## src/rtl/hsv_core_pkg.sv

```systemverilog
// Shared definitions for the control/status execution unit: CSR map, trap causes,
// FSM states and the decoded system-instruction fields.
package hsv_core_pkg;

    localparam logic [11:0] CSR_MSTATUS  = 12'h300;
    localparam logic [11:0] CSR_MIE      = 12'h304;
    localparam logic [11:0] CSR_MTVEC    = 12'h305;
    localparam logic [11:0] CSR_MSCRATCH = 12'h340;
    localparam logic [11:0] CSR_MEPC     = 12'h341;
    localparam logic [11:0] CSR_MCAUSE   = 12'h342;
    localparam logic [11:0] CSR_MIP      = 12'h344;
    localparam logic [11:0] CSR_MHARTID  = 12'hF14;

    localparam logic [31:0] MCAUSE_ILLEGAL_INSN = 32'd2;
    localparam logic [31:0] MCAUSE_BREAKPOINT   = 32'd3;
    localparam logic [31:0] MCAUSE_ECALL_M      = 32'd11;

    typedef enum logic [0:0] {
        IDLE     = 1'b0,
        WAIT_IRQ = 1'b1
    } ctrlstatus_state_t;

    typedef struct packed {
        logic       syscall;
        logic       breakpoint;
        logic       mode_return;
        logic       wait_irq;
        logic       read;
        logic       write;
        logic       write_mask;
        logic       write_flip;
        logic       is_immediate;
        logic [4:0] short_immediate;
    } ctrlstatus_data_t;

    // write_mask selects set/clear semantics; without it the source replaces the CSR.
    function automatic logic [31:0] csr_modify(input logic [31:0] old_value,
                                               input logic [31:0] src,
                                               input logic        write_mask,
                                               input logic        write_flip);
        if (!write_mask) begin
            return src;
        end
        if (write_flip) begin
            return old_value & ~src;
        end
        return old_value | src;
    endfunction

endpackage

```

## src/rtl/hsv_core_ctrlstatus_regfile.sv

```systemverilog
// Machine-mode CSR storage with address decode, read mux and access legality.
// Trap entry and mret update mstatus/mepc/mcause directly, taking priority over writes.
module hsv_core_ctrlstatus_regfile
    import hsv_core_pkg::*;
#(
    parameter logic [31:0] HART_ID     = 32'd0,
    parameter logic [31:0] MTVEC_RESET = 32'h0000_0000
) (
    input  logic        clk,
    input  logic        rst,
    input  logic        irq_timer,
    input  logic [11:0] csr_addr,
    input  logic        write_intent,
    input  logic        write_en,
    input  logic [31:0] write_data,
    input  logic        trap_en,
    input  logic [31:0] trap_cause,
    input  logic [29:0] trap_pc_base,
    input  logic        mret_en,
    output logic [31:0] read_data,
    output logic        legal,
    output logic [29:0] mtvec_base,
    output logic [29:0] mepc_base,
    output logic        irq_pending
);

    logic        mstatus_mie;
    logic        mstatus_mpie;
    logic        mie_mtie;
    logic        mip_mtip;
    logic [31:0] mscratch;
    logic [31:0] mcause;
    logic        implemented;

    always_comb begin
        read_data   = 32'd0;
        implemented = 1'b1;
        case (csr_addr)
            CSR_MSTATUS:  read_data = {24'd0, mstatus_mpie, 3'd0, mstatus_mie, 3'd0};
            CSR_MIE:      read_data = {24'd0, mie_mtie, 7'd0};
            CSR_MIP:      read_data = {24'd0, mip_mtip, 7'd0};
            CSR_MTVEC:    read_data = {mtvec_base, 2'b00};
            CSR_MSCRATCH: read_data = mscratch;
            CSR_MEPC:     read_data = {mepc_base, 2'b00};
            CSR_MCAUSE:   read_data = mcause;
            CSR_MHARTID:  read_data = HART_ID;
            default:      implemented = 1'b0;
        endcase
    end

    // The top address bits 2'b11 mark the read-only CSR space.
    assign legal       = implemented & ~(write_intent & (csr_addr[11:10] == 2'b11));
    assign irq_pending = mip_mtip & mie_mtie;

    always_ff @(posedge clk) begin
        mip_mtip <= irq_timer;
    end

    always_ff @(posedge clk) begin
        if (rst) begin
            mstatus_mie  <= 1'b0;
            mstatus_mpie <= 1'b0;
            mie_mtie     <= 1'b0;
            mtvec_base   <= MTVEC_RESET[31:2];
            mscratch     <= 32'd0;
            mepc_base    <= 30'd0;
            mcause       <= 32'd0;
        end else if (trap_en) begin
            mepc_base    <= trap_pc_base;
            mcause       <= trap_cause;
            mstatus_mpie <= mstatus_mie;
            mstatus_mie  <= 1'b0;
        end else if (mret_en) begin
            mstatus_mie  <= mstatus_mpie;
            mstatus_mpie <= 1'b1;
        end else if (write_en) begin
            case (csr_addr)
                CSR_MSTATUS: begin
                    mstatus_mie  <= write_data[3];
                    mstatus_mpie <= write_data[7];
                end
                CSR_MIE:      mie_mtie   <= write_data[7];
                CSR_MTVEC:    mtvec_base <= write_data[31:2];
                CSR_MSCRATCH: mscratch   <= write_data;
                CSR_MEPC:     mepc_base  <= write_data[31:2];
                CSR_MCAUSE:   mcause     <= write_data;
                default: ;
            endcase
        end
    end

endmodule

```

## src/rtl/hsv_core_ctrlstatus_exec.sv

```systemverilog
// Executes CSR accesses, ecall/ebreak/mret and wfi with a single registered result slot.
// A wfi parks the unit in WAIT_IRQ; its result is released once an enabled interrupt is pending.
module hsv_core_ctrlstatus_exec
    import hsv_core_pkg::*;
#(
    parameter logic [31:0] HART_ID     = 32'd0,
    parameter logic [31:0] MTVEC_RESET = 32'h0000_0000
) (
    input  logic             clk_core,
    input  logic             rst_core,
    input  logic             in_valid,
    output logic             in_ready,
    input  ctrlstatus_data_t in_data,
    input  logic [11:0]      in_csr_addr,
    input  logic [4:0]       in_rd_addr,
    input  logic [31:0]      in_rs1_value,
    input  logic [31:0]      in_pc,
    input  logic             irq_timer,
    output logic             out_valid,
    input  logic             out_ready,
    output logic [4:0]       out_rd_addr,
    output logic [31:0]      out_rd_value,
    output logic             out_writeback,
    output logic             out_redirect,
    output logic [31:0]      out_next_pc,
    output logic             out_trap
);

    ctrlstatus_state_t state;

    logic        accept;
    logic        is_csr_op;
    logic        csr_legal;
    logic        illegal;
    logic        take_trap;
    logic        do_mret;
    logic        do_wfi;
    logic        csr_write_en;
    logic [31:0] csr_src;
    logic [31:0] csr_old;
    logic [31:0] csr_new;
    logic [31:0] trap_cause;
    logic [29:0] mtvec_base;
    logic [29:0] mepc_base;
    logic        irq_pending;

    assign in_ready = (state == IDLE) & (~out_valid | out_ready);
    assign accept   = in_valid & in_ready;

    // System ops are prioritised ecall > ebreak > mret > wfi; anything else is a CSR access.
    assign is_csr_op = ~(in_data.syscall | in_data.breakpoint | in_data.mode_return | in_data.wait_irq);
    assign illegal   = is_csr_op & (~csr_legal | (~in_data.read & ~in_data.write));
    assign take_trap = in_data.syscall | in_data.breakpoint | illegal;
    assign do_mret   = in_data.mode_return & ~in_data.syscall & ~in_data.breakpoint;
    assign do_wfi    = in_data.wait_irq & ~in_data.mode_return & ~in_data.syscall & ~in_data.breakpoint;

    assign trap_cause = in_data.syscall    ? MCAUSE_ECALL_M :
                        in_data.breakpoint ? MCAUSE_BREAKPOINT : MCAUSE_ILLEGAL_INSN;

    assign csr_src      = in_data.is_immediate ? {27'd0, in_data.short_immediate} : in_rs1_value;
    assign csr_new      = csr_modify(csr_old, csr_src, in_data.write_mask, in_data.write_flip);
    assign csr_write_en = accept & is_csr_op & ~illegal & in_data.write;

    hsv_core_ctrlstatus_regfile #(
        .HART_ID     (HART_ID),
        .MTVEC_RESET (MTVEC_RESET)
    ) u_regfile (
        .clk          (clk_core),
        .rst          (rst_core),
        .irq_timer    (irq_timer),
        .csr_addr     (in_csr_addr),
        .write_intent (in_data.write),
        .write_en     (csr_write_en),
        .write_data   (csr_new),
        .trap_en      (accept & take_trap),
        .trap_cause   (trap_cause),
        .trap_pc_base (in_pc[31:2]),
        .mret_en      (accept & do_mret),
        .read_data    (csr_old),
        .legal        (csr_legal),
        .mtvec_base   (mtvec_base),
        .mepc_base    (mepc_base),
        .irq_pending  (irq_pending)
    );

    // A wfi loads its result fields at accept but only raises out_valid on wake.
    always_ff @(posedge clk_core) begin
        if (rst_core) begin
            state         <= IDLE;
            out_valid     <= 1'b0;
            out_trap      <= 1'b0;
            out_redirect  <= 1'b0;
            out_writeback <= 1'b0;
            out_rd_addr   <= 5'd0;
            out_rd_value  <= 32'd0;
            out_next_pc   <= 32'd0;
        end else begin
            case (state)
                IDLE: begin
                    if (accept) begin
                        out_rd_addr   <= in_rd_addr;
                        out_rd_value  <= (is_csr_op && !illegal) ? csr_old : 32'd0;
                        out_writeback <= is_csr_op & ~illegal & in_data.read;
                        out_trap      <= take_trap;
                        out_redirect  <= take_trap | do_mret;
                        if (take_trap) begin
                            out_next_pc <= {mtvec_base, 2'b00};
                        end else if (do_mret) begin
                            out_next_pc <= {mepc_base, 2'b00};
                        end else begin
                            out_next_pc <= in_pc + 32'd4;
                        end
                        out_valid <= ~do_wfi;
                        if (do_wfi) begin
                            state <= WAIT_IRQ;
                        end
                    end else if (out_ready) begin
                        out_valid <= 1'b0;
                    end
                end
                WAIT_IRQ: begin
                    if (irq_pending) begin
                        state     <= IDLE;
                        out_valid <= 1'b1;
                    end
                end
            endcase
        end
    end

endmodule

```

## config.mk

```make
export PLATFORM = sky130hd
export DESIGN_NAME = hsv_core_ctrlstatus_exec
export DESIGN_NICKNAME = d
export VERILOG_FILES = /design/src/rtl/hsv_core_pkg.sv /design/src/rtl/hsv_core_ctrlstatus_regfile.sv /design/src/rtl/hsv_core_ctrlstatus_exec.sv
export SDC_FILE = /design/constraint.sdc
export NUM_CORES = 1
export LEC_CHECK = 0
export BUFFER_PORTS_ARGS = -buffer_cell sky130_fd_sc_hd__buf_2
export CAP_MARGIN = 20
export CORE_MARGIN = 5
export CORE_UTILIZATION = 45
export DETAILED_ROUTE_END_ITERATION = 8
export PLACE_DENSITY = 0.66
export SYNTH_ARGS = -nofsm -noshare
export SYNTH_HDL_FRONTEND = slang
export SYNTH_HIERARCHICAL = 1
export SYNTH_SLANG_ARGS = --single-unit
```

## constraint.sdc

```tcl
create_clock -name clk_core -period 7.55 [get_ports clk_core]
set_clock_uncertainty 0.15 [all_clocks]
set_input_delay 0.755 -clock clk_core [delete_from_list [all_inputs] [get_ports clk_core]]
set_output_delay 0.755 -clock clk_core [all_outputs]
set_load 0.02 [all_outputs]
```

# After elaboration in Yosys (flattened, before gate mapping)
# Index checks and enable logic that the tools add are counted.
[word_totals] register_bits=202 inputBits=100 wordCells=129
[op_classes] addsub=1 n_eq_ne=12 muxes=37 bitwise_logic=43 n_reduce_logical=20
[ops] operator="two-way mux 32 bit" n=12
[ops] operator="case mux 32 bit (7 select lines)" n=1
[ops] operator="two-way mux 30 bit" n=4
[ops] operator="equality test 12 x 10 -> 1 bit (second input constant)" n=7
[ops] operator="adder 32 x 3 -> 32 bit (second input constant)" n=1
[ops] operator="bitwise AND 32 bit" n=1
[ops] operator="NOT 32 bit" n=1
[ops] operator="bitwise OR 32 bit" n=1
[ops] operator="bitwise AND 1 bit" n=19
[ops] operator="two-way mux 1 bit" n=17
[ops] operator="NOT 1 bit" n=14
[ops] operator="equality test 12 bit (second input constant)" n=1
[ops] operator="AND reduction 4 bit" n=3
[ops] operator="nonzero test 2 bit" n=5
[ops] operator="AND reduction 2 bit" n=4
[ops] operator="OR reduction 8 bit" n=1
[ops] operator="bitwise OR 1 bit" n=7
[ops] operator="AND reduction 3 bit" n=2
[ops] operator="nonzero test 3 bit" n=2
[ops] operator="two-way mux 4 bit" n=1
[ops] operator="inequality test 2 x 1 -> 1 bit (second input constant)" n=2
[ops] operator="case mux 1 bit (2 select lines)" n=2
[ops] operator="inequality test 3 bit (second input constant)" n=1
[ops] operator="equality test 2 bit (second input constant)" n=1
[ops] operator="other kinds (3)" n=3

# Longest topological paths before layout
[logic_depth] ltp_word=13 depth_mapped=15 depth_no_buf=11

# Modules after synthesis
# Netlist, hierarchy kept.
[by_module_without_submodules] module="hsv_core_ctrlstatus_regfile" n_inst=1 cells_per_inst=802 area_per_inst_um2=6343.6 seq_area_each_um2=2562.5
[by_module_without_submodules] module="hsv_core_ctrlstatus_exec" n_inst=1 cells_per_inst=573 area_per_inst_um2=4398.0 seq_area_each_um2=1481.4

# Worst setup path after synthesis
# No wires, ideal clock.
[synth_path] kind="in2reg" startpoint="input port in_csr_addr[10]" endpoint="register u_regfile.mcause[14]" setup_ns=0.092 t_arrival_ns=3.618 t_required_ns=7.308 slack_ns=3.690 cell_stages=14 path_cell_list="and4bb_2 buf_2 nand2_1 o41ai_1 o21a_1 nor4b_4 buf_2 and2_1 and3b_1 and4_1 buf_2 buf_4 nor3_1 nor4_1"
[synth_between] elab_chain_len=12
[synth_rtl] item="start: declaration" line="hsv_core_ctrlstatus_exec.sv:14" rtl="input logic [11:0] in_csr_addr,"
[synth_rtl] item="equality test 12 x 10 -> 1 bit (tied with other cells)" line="hsv_core_ctrlstatus_regfile.sv:38" rtl="case (csr_addr)"
[synth_rtl] item="OR reduction 8 bit (no source line) / bitwise AND 1 bit (equally long branches)"
[synth_rtl] item="two-way mux 1 bit / NOT 1 bit (equally long branches)" line="hsv_core_ctrlstatus_regfile.sv:38, hsv_core_ctrlstatus_regfile.sv:52"
[synth_rtl] item="bitwise AND 1 bit *" line="hsv_core_ctrlstatus_regfile.sv:52" rtl="assign legal = implemented & ~(write_intent & (csr_addr[11:10] == 2'b11));"
[synth_rtl] item="via csr_legal" line="hsv_core_ctrlstatus_exec.sv:33" rtl="logic csr_legal;"
[synth_rtl] item="NOT 1 bit *" line="hsv_core_ctrlstatus_exec.sv:52" rtl="assign illegal = is_csr_op & (~csr_legal | (~in_data.read & ~in_data.write));"
[synth_rtl] item="bitwise OR 1 bit *" line="hsv_core_ctrlstatus_exec.sv:52"
[synth_rtl] item="bitwise AND 1 bit *" line="hsv_core_ctrlstatus_exec.sv:52"
[synth_rtl] item="NOT 1 bit *" line="hsv_core_ctrlstatus_exec.sv:62" rtl="assign csr_write_en = accept & is_csr_op & ~illegal & in_data.write;"
[synth_rtl] item="bitwise AND 1 bit * (2 in a row)" line="hsv_core_ctrlstatus_exec.sv:62"
[synth_rtl] item="via csr_write_en" line="hsv_core_ctrlstatus_exec.sv:38" rtl="logic csr_write_en;"
[synth_rtl] item="nonzero test 2 bit (no source line) *"
[synth_rtl] item="AND reduction 3 bit (no source line) *"
[synth_rtl] item="end signal: assignment" line="hsv_core_ctrlstatus_regfile.sv:70" rtl="mcause <= trap_cause;"
[synth_rtl] item="end signal: assignment" line="hsv_core_ctrlstatus_regfile.sv:86" rtl="CSR_MCAUSE: mcause <= write_data;"
[synth_rtl] item="end: declaration" line="hsv_core_ctrlstatus_regfile.sv:32" rtl="logic [31:0] mcause;"
# Mark *: on every way through the listed nets, which the timed path passes. The rest lies on a longest branch. The select of a mux whose other input is x is not followed.
# A chain may end at the register's enable or synchronous reset.

# Worst setup path after layout
[layout_path] startpoint="input port in_csr_addr[5]" endpoint="register u_regfile.mtvec_base[27]"
[layout_between] elab_chain_len=11
[layout_rtl] item="equality test 12 x 10 -> 1 bit / equality test 12 bit (equally long branches)" line="hsv_core_ctrlstatus_regfile.sv:38"
[layout_rtl] item="OR reduction 8 bit (no source line) *"
[layout_rtl] item="two-way mux 1 bit *" line="hsv_core_ctrlstatus_regfile.sv:38"
[layout_rtl] item="bitwise AND 1 bit *" line="hsv_core_ctrlstatus_regfile.sv:52"
[layout_rtl] item="via csr_legal" line="hsv_core_ctrlstatus_exec.sv:33"
[layout_rtl] item="NOT 1 bit *" line="hsv_core_ctrlstatus_exec.sv:52"
[layout_rtl] item="bitwise OR 1 bit *" line="hsv_core_ctrlstatus_exec.sv:52"
[layout_rtl] item="bitwise AND 1 bit *" line="hsv_core_ctrlstatus_exec.sv:52"
[layout_rtl] item="NOT 1 bit *" line="hsv_core_ctrlstatus_exec.sv:62"
[layout_rtl] item="bitwise AND 1 bit * (2 in a row)" line="hsv_core_ctrlstatus_exec.sv:62"
[layout_rtl] item="via csr_write_en" line="hsv_core_ctrlstatus_exec.sv:38"
[layout_rtl] item="AND reduction 4 bit (no source line) *"
[layout_rtl] item="end signal: assignment" line="hsv_core_ctrlstatus_regfile.sv:64" rtl="mtvec_base <= MTVEC_RESET[31:2];"
[layout_rtl] item="end signal: assignment" line="hsv_core_ctrlstatus_regfile.sv:83" rtl="CSR_MTVEC: mtvec_base <= write_data[31:2];"
[layout_rtl] item="end: declaration" line="hsv_core_ctrlstatus_regfile.sv:22" rtl="output logic [29:0] mtvec_base,"
# Mark *: on every way through the listed nets, which the timed path passes. The rest lies on a longest branch.

==> results.yml <==
global_routing:
  overflow: 0
  antenna_found_initial: 0
  grt_pass1_wl_um: 56430
  grt_max_degree: 123
  grtUsageTotal_pct: 25.89
  grt_pass1_vias: 9714
clocking:
  holdBufCountCts: 0
  cts_inserted_buffers: 23
  cts_resized: 0
  cts_tree: "built"
  clock_path_buffers: 3
  htree_levels: 1
  cts_sinks: 202
  clk_pin_slew_worst_paths_ps: 60
  cts_setup_buffers: 0
  clkLatencyLatePin_ps: 510
  cts_root_buf: "clkbuf_16"
finish:
  most-common-layout-cells: "dfxtp_1 (202), buf_2 (173), nand2_1 (171)"
  n_fill_cell: 2277
  multi_input_area_mm2: 0.006110
  areaGrowthSynthToFinish_pct: 16.05
  regArea_mm2: 0.004044
  antenna_cells: 0
  drive_gt1_share_pct: 16.80
  final_common_cell: "dfxtp_1"
  nets: 1597
drt:
  drtAntennaViolNets: 0
  postRouteWirelength_um: 36520
  drt_iter0_markers: 1313
  vias_per_cell: 5.912
  wl_per_cell_um: 19.95
  drc: 0
  firstDrtPassIters: 6
  vias: 10830
pwr:
  p_per_area_mw_per_mm2: 203.1
  ir_worst_vdd_mv: 0.1288
  power_mw: 2.532
  p_leak_nw: 4.663
sta:
  maxSlewViolCount: 0
  worstMarginPinSlew_ps: 1106
  fmax_mhz: 208.0
  tns_ps: 0
  min_period_ps: 4807
  max_slew_margin_pct: 26.28
  post-route-period-util_pct: 63.67
  setup_ws_ps: 2743
  rsz0062_at_grt: "false"
  hold_violations: 0
  setup_violations: 0
placed_design:
  dpl.hpwl_um: 24510
  dpl_worst_slack_ps: 2414
  place_congestion: 0.9326
  portBuffers: 173
yosys:
  async_flop_share_pct: 0
  synth_ff_type: "dfxtp_1"
  synth_area_leaders: "dfxtp_1 (38%), nand2_1 (6.0%), nor3_1 (4.9%)"
  ys_ff_latch: 202
  syn_area_mm2: 0.01074
  syn-instance-count: 1375
  synth_top_area_share_pct: 37.65
  syn_area_per_cell_um2: 7.812
  ys_seq_area_share_pct: 37.65
  ys.warnings.count: 6
  synth-edff-count: 0
  yosysTopAreaCell: "dfxtp_1"
  yosysUniqueCellTypes: 66
run_status:
  outcome: "finished, final reports clean"
min_path:
  worst_hold_path.num_cells: 1
  hold_path.startpoint: "irq_timer"
  hold_path.class: "in -> reg"
  min_delay_worst_endpoint: "u_regfile/mip_mtip$_DFF_P_"
floorplan:
  die_w_um: 164.5
  rows: 56
  die_y_um: 164.5
  io_pins: 174
  core_mm2: 0.02347
  start_util_pct: 45.76
  dieArea_mm2: 0.02706
worst_setup_path:
  critPathMaxFanout: 34
  critPathRequiredTime_ps: 7830
  endpoint_kind: "register"
  reg2reg_to: "u_regfile/mtvec_base[27]$_SDFFE_PP0P_"
  r2r_slack_ps: 3430
  start_kind: "input pin"
  path_cells: "buf_2 > nor3_2 > nand2_1 > o41ai_1 > o21a_1 > nor4b_4 > buf_4 > and2_1 > nor4bb_1 > and4_1 > nand2_1 > a21oi_1"
  cpMostUsedCell: "nand2_1"
  arrival_ps: 5090
  ff2ff_path_depth: 9
  slowest_delay_ps: 990
  crit_path_top_delay_cell: "and4_1"
  worstReg2RegStart: "out_valid$_SDFFE_PP0P_"
  critPathKind: "in -> reg"
job:
  cap_viol_max_count: 0
==> synth_stat cells (4+ instances only) <==
cell,number
nor4b_1,4
nor3b_1,31
clkbuf_1,79
o21ai_0,32
a21oi_1,92
xor2_1,14
mux2i_1,11
buf_1,8
nor2_1,93
nand3_1,30
a221o_1,31
buf_6,4
a311oi_1,4
o22ai_1,18
a221oi_1,4
and2_1,5
inv_1,35
nand2b_1,7
buf_4,4
dfxtp_1,202
nand2_1,172
xnor2_1,5
nor3_1,105
o31ai_1,28
buf_2,32
o211ai_1,32
nand4_1,16
a21o_1,7
nor4_1,65
and4_1,4
a22oi_1,67
and3_1,15
nor2b_1,66
==> how the worst max path moves through the flow <==
| stage | start | end | cells past startpoint | slack [ps] |
|---|---|---|---|---|
| 2_1_floorplan | in_csr_addr[10] | u_regfile/mcause[14]$_SDFFE_PP0P_ | 14 | 3690 |
| 3_3_place_gp | in_csr_addr[5] | u_regfile/mtvec_base[21]$_SDFFE_PP0P_ | 12 | 2580 |
| 3_5_place_dp | in_csr_addr[5] | u_regfile/mtvec_base[5]$_SDFFE_PP0P_ | 12 | 2410 |
| 4_1_cts | in_csr_addr[5] | u_regfile/mtvec_base[5]$_SDFFE_PP0P_ | 12 | 2910 |
| 5_1_grt | in_csr_addr[5] | u_regfile/mtvec_base[5]$_SDFFE_PP0P_ | 12 | 2350 |
| 6_report | in_csr_addr[5] | u_regfile/mtvec_base[27]$_SDFFE_PP0P_ | 12 | 2740 |
==> area by class of cell <==
cell class | instances | area share [%]
Clock inverter | 5 | 0.2208
Timing Repair Buffer | 197 | 8.421
Sequential cell | 202 | 32.44
Clock buffer | 36 | 5.651
Tap cell | 319 | 3.202
Multi-Input combinational cell | 1037 | 49.01
Inverter | 35 | 1.054
==> power by group <==
group / internal (mW) / switching (mW) / total, mW
Combinational: 0.104 / 0.201 / 0.306
Sequential: 1.11 / 0.0299 / 1.14
Clock: 0.638 / 0.451 / 1.09
Total: 1.85 / 0.682 / 2.53
==> cell families (layout without fill, tap and decap cells) <==
group / count (synthesis) / after routing / share of synthesized area, %
xor+xnor: 19 / 19 / 1.549
fa+ha+maj: 1 / 1 / 0.1165
compound gates: 339 / 339 / 21.60
other cells: 2 / 30 / 0.06992
flops: 202 / 202 / 37.65
simple gates: 637 / 637 / 31.45
buf+inv: 164 / 273 / 6.546
mux: 11 / 11 / 1.025
==> critical path: cells and delay by family <==
family | cells | cell delay (ps)
AO/OA/AOI/OAI | 3 | 990
buffers and inverters | 2 | 530
AND/OR/NAND/NOR | 7 | 2770
==> routing by layer <==
| layer | vias up | part of all wire, % | wire [µm] | global-route usage (%) |
|---|---|---|---|---|
| li1 | 5217 | - | - | - |
| met1 | 5045 | 47 | 17320 | 41.55 |
| met2 | 509 | 41 | 14850 | 35.40 |
| met3 | 54 | 9.6 | 3519 | 4.068 |
| met4 | 0 | 2.3 | 842 | 6.767 |
| met5 | - | 0 | 0 | 0 |
==> metrics by stage <==
step / hold slack (ps) / std cells / utilization, % / area [µm²]
detailed placement: 295.9 / 1789 / 49.97 / 11730
floorplan: 286.0 / 1403 / - / 10850
CTS: 177.7 / 1830 / 53.09 / 12460
global route: 180.6 / 1831 / 53.11 / 12470
global placement: 289.0 / 1789 / 49.97 / 11730
finish: 189.0 / 1831 / 53.11 / 12470
==> registers in the layout, indices dropped and copies added (netlist names), 5 cells and up <==
signal,cells
u_regfile/mcause,32
u_regfile/mtvec_base,30
out_rd_addr,5
u_regfile/mscratch,32
u_regfile/mepc_base,30
out_next_pc,32
out_rd_value,32
No activity file was read; power rests on OpenSTA's default activity.
